==> src/rtl/fifo_rd_stream.sv <==
// Read-side drain engine: pulls words from a FIFO with 1-cycle read latency into a skid buffer.
// Define RD_STATS_EN to add the words_out and stall_cycles counters.
module fifo_rd_stream #(
    parameter int FIFO_WIDTH = 16,
    parameter int BUF_DEPTH  = 4
) (
    input  logic                         clk,
    input  logic                         rst_n,
    input  logic                         en,
    output logic                         fifo_rd_en,
    input  logic [FIFO_WIDTH-1:0]        fifo_data_out,
    input  logic                         fifo_empty,
    input  logic                         fifo_underflow,
    output logic                         m_valid,
    output logic [FIFO_WIDTH-1:0]        m_data,
    input  logic                         m_ready,
    output logic [$clog2(BUF_DEPTH):0]   buf_level,
`ifdef RD_STATS_EN
    output logic [31:0]                  words_out,
    output logic [31:0]                  stall_cycles,
`endif
    output logic                         proto_err
);

    localparam int AW = $clog2(BUF_DEPTH);
    localparam int LW = AW + 1;

    logic [FIFO_WIDTH-1:0] mem_q [BUF_DEPTH];
    logic [FIFO_WIDTH-1:0] mem_d [BUF_DEPTH];
    logic [AW-1:0]         wr_ptr_q, wr_ptr_d;
    logic [AW-1:0]         rd_ptr_q, rd_ptr_d;
    logic [LW-1:0]         level_q, level_d;
    logic                  inflight_q, inflight_d;
    logic                  proto_err_q, proto_err_d;
    logic [LW:0]           occ;
    logic                  push, pop;

    always_comb begin
        occ = {1'b0, level_q} + {{LW{1'b0}}, inflight_q};
        // Gated by rst_n so the strobe drops the instant reset asserts
        fifo_rd_en = rst_n & en & ~fifo_empty
                   & (occ < (LW+1)'(BUF_DEPTH));
        m_valid    = (level_q != '0);
        m_data     = mem_q[rd_ptr_q];
        buf_level  = level_q;
        proto_err  = proto_err_q;
        push       = inflight_q;
        pop        = m_valid & m_ready;
        inflight_d = fifo_rd_en;
        mem_d      = mem_q;
        wr_ptr_d   = wr_ptr_q;
        rd_ptr_d   = rd_ptr_q;
        if (push) begin
            mem_d[wr_ptr_q] = fifo_data_out;
            wr_ptr_d        = wr_ptr_q + 1'b1;
        end
        if (pop) begin
            rd_ptr_d = rd_ptr_q + 1'b1;
        end
        unique case ({push, pop})
            2'b10:   level_d = level_q + 1'b1;
            2'b01:   level_d = level_q - 1'b1;
            default: level_d = level_q;
        endcase
        proto_err_d = proto_err_q | (fifo_rd_en & fifo_underflow);
    end

    always_ff @(posedge clk or negedge rst_n) begin
        if (!rst_n) begin
            for (int i = 0; i < BUF_DEPTH; i++) begin
                mem_q[i] <= '0;
            end
            wr_ptr_q    <= '0;
            rd_ptr_q    <= '0;
            level_q     <= '0;
            inflight_q  <= 1'b0;
            proto_err_q <= 1'b0;
        end else begin
            mem_q       <= mem_d;
            wr_ptr_q    <= wr_ptr_d;
            rd_ptr_q    <= rd_ptr_d;
            level_q     <= level_d;
            inflight_q  <= inflight_d;
            proto_err_q <= proto_err_d;
        end
    end

`ifdef RD_STATS_EN
    logic [31:0] words_q, words_d;
    logic [31:0] stall_q, stall_d;

    always_comb begin
        words_d      = words_q;
        stall_d      = stall_q;
        if (pop && words_q != 32'hFFFF_FFFF) begin
            words_d = words_q + 32'd1;
        end
        if (m_valid && !m_ready && stall_q != 32'hFFFF_FFFF) begin
            stall_d = stall_q + 32'd1;
        end
        words_out    = words_q;
        stall_cycles = stall_q;
    end

    always_ff @(posedge clk or negedge rst_n) begin
        if (!rst_n) begin
            words_q <= '0;
            stall_q <= '0;
        end else begin
            words_q <= words_d;
            stall_q <= stall_d;
        end
    end
`endif

endmodule

==> config.mk <==
export PLATFORM = sky130hd
export DESIGN_NAME = fifo_rd_stream
export DESIGN_NICKNAME = d
export VERILOG_FILES = /design/src/rtl/fifo_rd_stream.sv
export SDC_FILE = /design/constraint.sdc
export NUM_CORES = 1
export LEC_CHECK = 0
export ABC_AREA = 1
export CAP_MARGIN = 25
export CORE_MARGIN = 5
export CORE_UTILIZATION = 30
export DETAILED_ROUTE_END_ITERATION = 8
export SLEW_MARGIN = 20
export SYNTH_ARGS = -nofsm -noshare
export SYNTH_HDL_FRONTEND = slang
export SYNTH_SLANG_ARGS = --single-unit
==> constraint.sdc <==
create_clock -name clk -period 4.8 [get_ports clk]
set_input_delay 0.96 -clock clk [delete_from_list [all_inputs] [get_ports clk]]
set_output_delay 0.96 -clock clk [all_outputs]
set_load 0.01 [all_outputs]
==> impl_metrics.env <==
export IMPL_ctsResizeCount=0
export IMPL_r2r_slack_ns=2.94
export IMPL_dieArea_um2=13900
export IMPL_period_share_pct=71.3
export IMPL_grt_pass1_wl_um=12700
export IMPL_path_max_fanout=65
export IMPL_top_usage_layer="met2"
export IMPL_cts_tree="yes"
export IMPL_clkTransAtPathRegs_ns=0.06
export IMPL_num_vias=2619
export IMPL_clock_sinks=73
export IMPL_worst_path_max_delay_cell="clkinv_2"
export IMPL_critPathCaptureType="output pin"
export IMPL_dpl_hpwl_um=4630
export IMPL_ant_nets=0
export IMPL_timing_final_ws_setup_ns=1.38
export IMPL_synth_nets=433
export IMPL_portBuffers=43
export IMPL_postSynthCellCount=405
export IMPL_tns_ns=0
export IMPL_drc=0
export IMPL_start_kind="register"
export IMPL_syn_area_um2=3490
export IMPL_rows=39
export IMPL_use_met2_pct=18.1
export IMPL_wl_per_cell_um=12.7
export IMPL_yosysUniqueCellTypes=23
export IMPL_drtPass1Iterations=6
export IMPL_r2r_start="buf_level[1]$_DFFE_PN0P_"
export IMPL_cts_hold_buf=0
export IMPL_min_period_ns=3.42
export IMPL_ys_seq_area_share_pct=52.4
export IMPL_cp_required_ns=3.84
export IMPL_synth_top_family_by_area="compound AO/OA/AOI/OAI gates"
export IMPL_fp_dieH_um=118
export IMPL_syn_area_per_cell_um2=8.61
export IMPL_drv_cap=0
export IMPL_crit_path_start="rd_ptr_q[0]$_DFFE_PN0P_"
export IMPL_syn2layout_area_growth_pct=23.2
export IMPL_ir_worst_vdd_uv=267
export IMPL_use_met3_pct=2.11
export IMPL_num_io_pins=44
export IMPL_gp_congestion=0.708
export IMPL_cp_arrival_ns=2.46
export IMPL_cp_cell_sequence="clkinv_2 > o211ai_1 > nand2_1 > clkdlybuf4s50_1"
export IMPL_rr_worst_depth=8
export IMPL_grt_pass1_vias=2633
export IMPL_nNetsFinal=466
export IMPL_grt_use_total_pct=11.0
export IMPL_synthAdderAreaFrac_pct=2.37
export IMPL_synth_xor_area_share_pct=0.502
export IMPL_clock_skew_final_ns=0.00873
export IMPL_clock_path_buffers=2
export IMPL_htree_levels=3
export IMPL_crit_end="m_data[14]"
export IMPL_cts_inserted_buffers=9
export IMPL_powerDensity_nw_per_um2=711
export IMPL_core_um2=11400
export IMPL_met1_usage_pct=14.5
export IMPL_synth_simple_area_share_pct=15.7
export IMPL_ys_ff_latch=73
export IMPL_clock_fmax_mhz=292
export IMPL_slew_headroom_pct=38.3
export IMPL_grt_max_degree=74
export IMPL_viasPerCell=4.47
export IMPL_routed_wl_um=7440
export IMPL_synth_compound_area_share_pct=17.5
export IMPL_p_leak_nw=2.18
export IMPL_post_cts_buffers=0
export IMPL_antenna_found_initial=0
export IMPL_critPathKind="reg -> out"
export IMPL_pre_cts_ws_ns=1.61
export IMPL_worstMarginPinSlew_ns=0.925
export IMPL_maxSlewViolCount=0
export IMPL_final_core_util_pct=37.7
export IMPL_yosysWarningCount=0
export IMPL_insertion_delay_ns=0.33
export IMPL_slowest_delay_ns=0.68
export IMPL_synth_area_mux_share_pct=0
export IMPL_final_cell_mix="nand2_1, dfrtp_1, o21ai_1, inv_1, clkdlybuf4s50_1"
export IMPL_drive_gt1_share_pct=7.67
export IMPL_grt_setup_unrepaired="no"
export IMPL_n_antenna_cell=0
export IMPL_hold_class="reg -> reg"
export IMPL_root_buffer="clkbuf_16"
export IMPL_hold_viol_final=0
export IMPL_mostFrequentLayoutCell="nand2_1"
export IMPL_fp_dieW_um=118
export IMPL_status="finished clean"
export IMPL_start_util_pct=30.6
export IMPL_drt_iter0_drc=93
export IMPL_setup_viol_count_final=0
export IMPL_r2r_end="buf_level[1]$_DFFE_PN0P_"
export IMPL_grt_overflow=0
-- routing by layer --
layer	wire length, um	up-vias
met4	78	0
met2	3560	33
met3	178	8
met1	3620	1216
met5	0	-
li1	-	1362
-- where the power goes --
part / leakage (nW) / total (W) / internal, W / switching [W]
clock network: 0.162 / 0.000723 / 0.000481 / 0.000241
registers: 0.826 / 0.00113 / 0.000916 / 0.000213
logic: 1.20 / 0.00121 / 0.000584 / 0.000622
-- critical path: cells and delay by family, from the launching register on --
| family | cells | cell delay [ns] |
|---|---|---|
| DFF | 1 | 0.38 |
| AOI/OAI and AO/OA | 1 | 0.46 |
| and+or+nand+nor | 1 | 0.11 |
| buffers and inverters | 2 | 1.18 |
-- worst min path at each step --
stage | start | endpoint | cells after the start
6_report | proto_err$_DFF_PN0_ | proto_err$_DFF_PN0_ | 2
3_3_place_gp | proto_err$_DFF_PN0_ | proto_err$_DFF_PN0_ | 2
5_1_grt | mem_q[19]$_DFFE_PN0P_ | mem_q[19]$_DFFE_PN0P_ | 2
3_5_place_dp | proto_err$_DFF_PN0_ | proto_err$_DFF_PN0_ | 2
2_1_floorplan | mem_q[16]$_DFFE_PN0P_ | mem_q[16]$_DFFE_PN0P_ | 2
4_1_cts | proto_err$_DFF_PN0_ | proto_err$_DFF_PN0_ | 2
-- registers in the layout (all words and copies together), names as in the netlist --
| signal | flops |
|---|---|
| wr_ptr_q | 2 |
| buf_level | 3 |
| rd_ptr_q | 2 |
| inflight_q | 1 |
| mem_q | 64 |
| proto_err | 1 |
-- Yosys cell counts, drive strengths merged --
library cell | n | area, um^2
nand2 | 131 | 502
and3 | 1 | 6.26
buf | 22 | 159
o21ai | 66 | 330
xor2 | 1 | 8.76
clkbuf | 1 | 3.75
dfrtp | 73 | 1830
fa | 1 | 20.0
ha | 5 | 62.6
o211ai | 32 | 280
nand4 | 2 | 12.5
inv | 63 | 239
nand3 | 5 | 25.0
xnor2 | 1 | 8.76
nor2 | 1 | 3.75
-- layout make-up --
type / count / area, um^2
Fill cell: 1185 / 7120
Sequential cell: 73 / 1830
Multi-Input combinational cell: 246 / 1260
Timing Repair Buffer: 45 / 463
Clock buffer: 11 / 253
Inverter: 63 / 240
Tap cell: 143 / 179
Clock inverter: 5 / 77.6
-- cell families (layout without fill, tap and decap cells) --
group	Yosys count	after routing
compound gates	98	98
xor+xnor	2	2
fa+ha+maj	6	6
buf+inv	86	124
flops	73	73
simple gates	140	140
-- metrics by stage --
step,hold WS (ns),cells,total power (W),area [um^2]
floorplan,0.459,405,0.00193,3490
global route,0.499,586,0.00332,4300
detailed placement,0.454,569,0.00237,3940
global placement,0.453,569,0.00232,3940
CTS,0.472,585,0.00310,4270
finish,0.467,586,0.00306,4300
No activity file was read; power rests on OpenSTA's default activity.
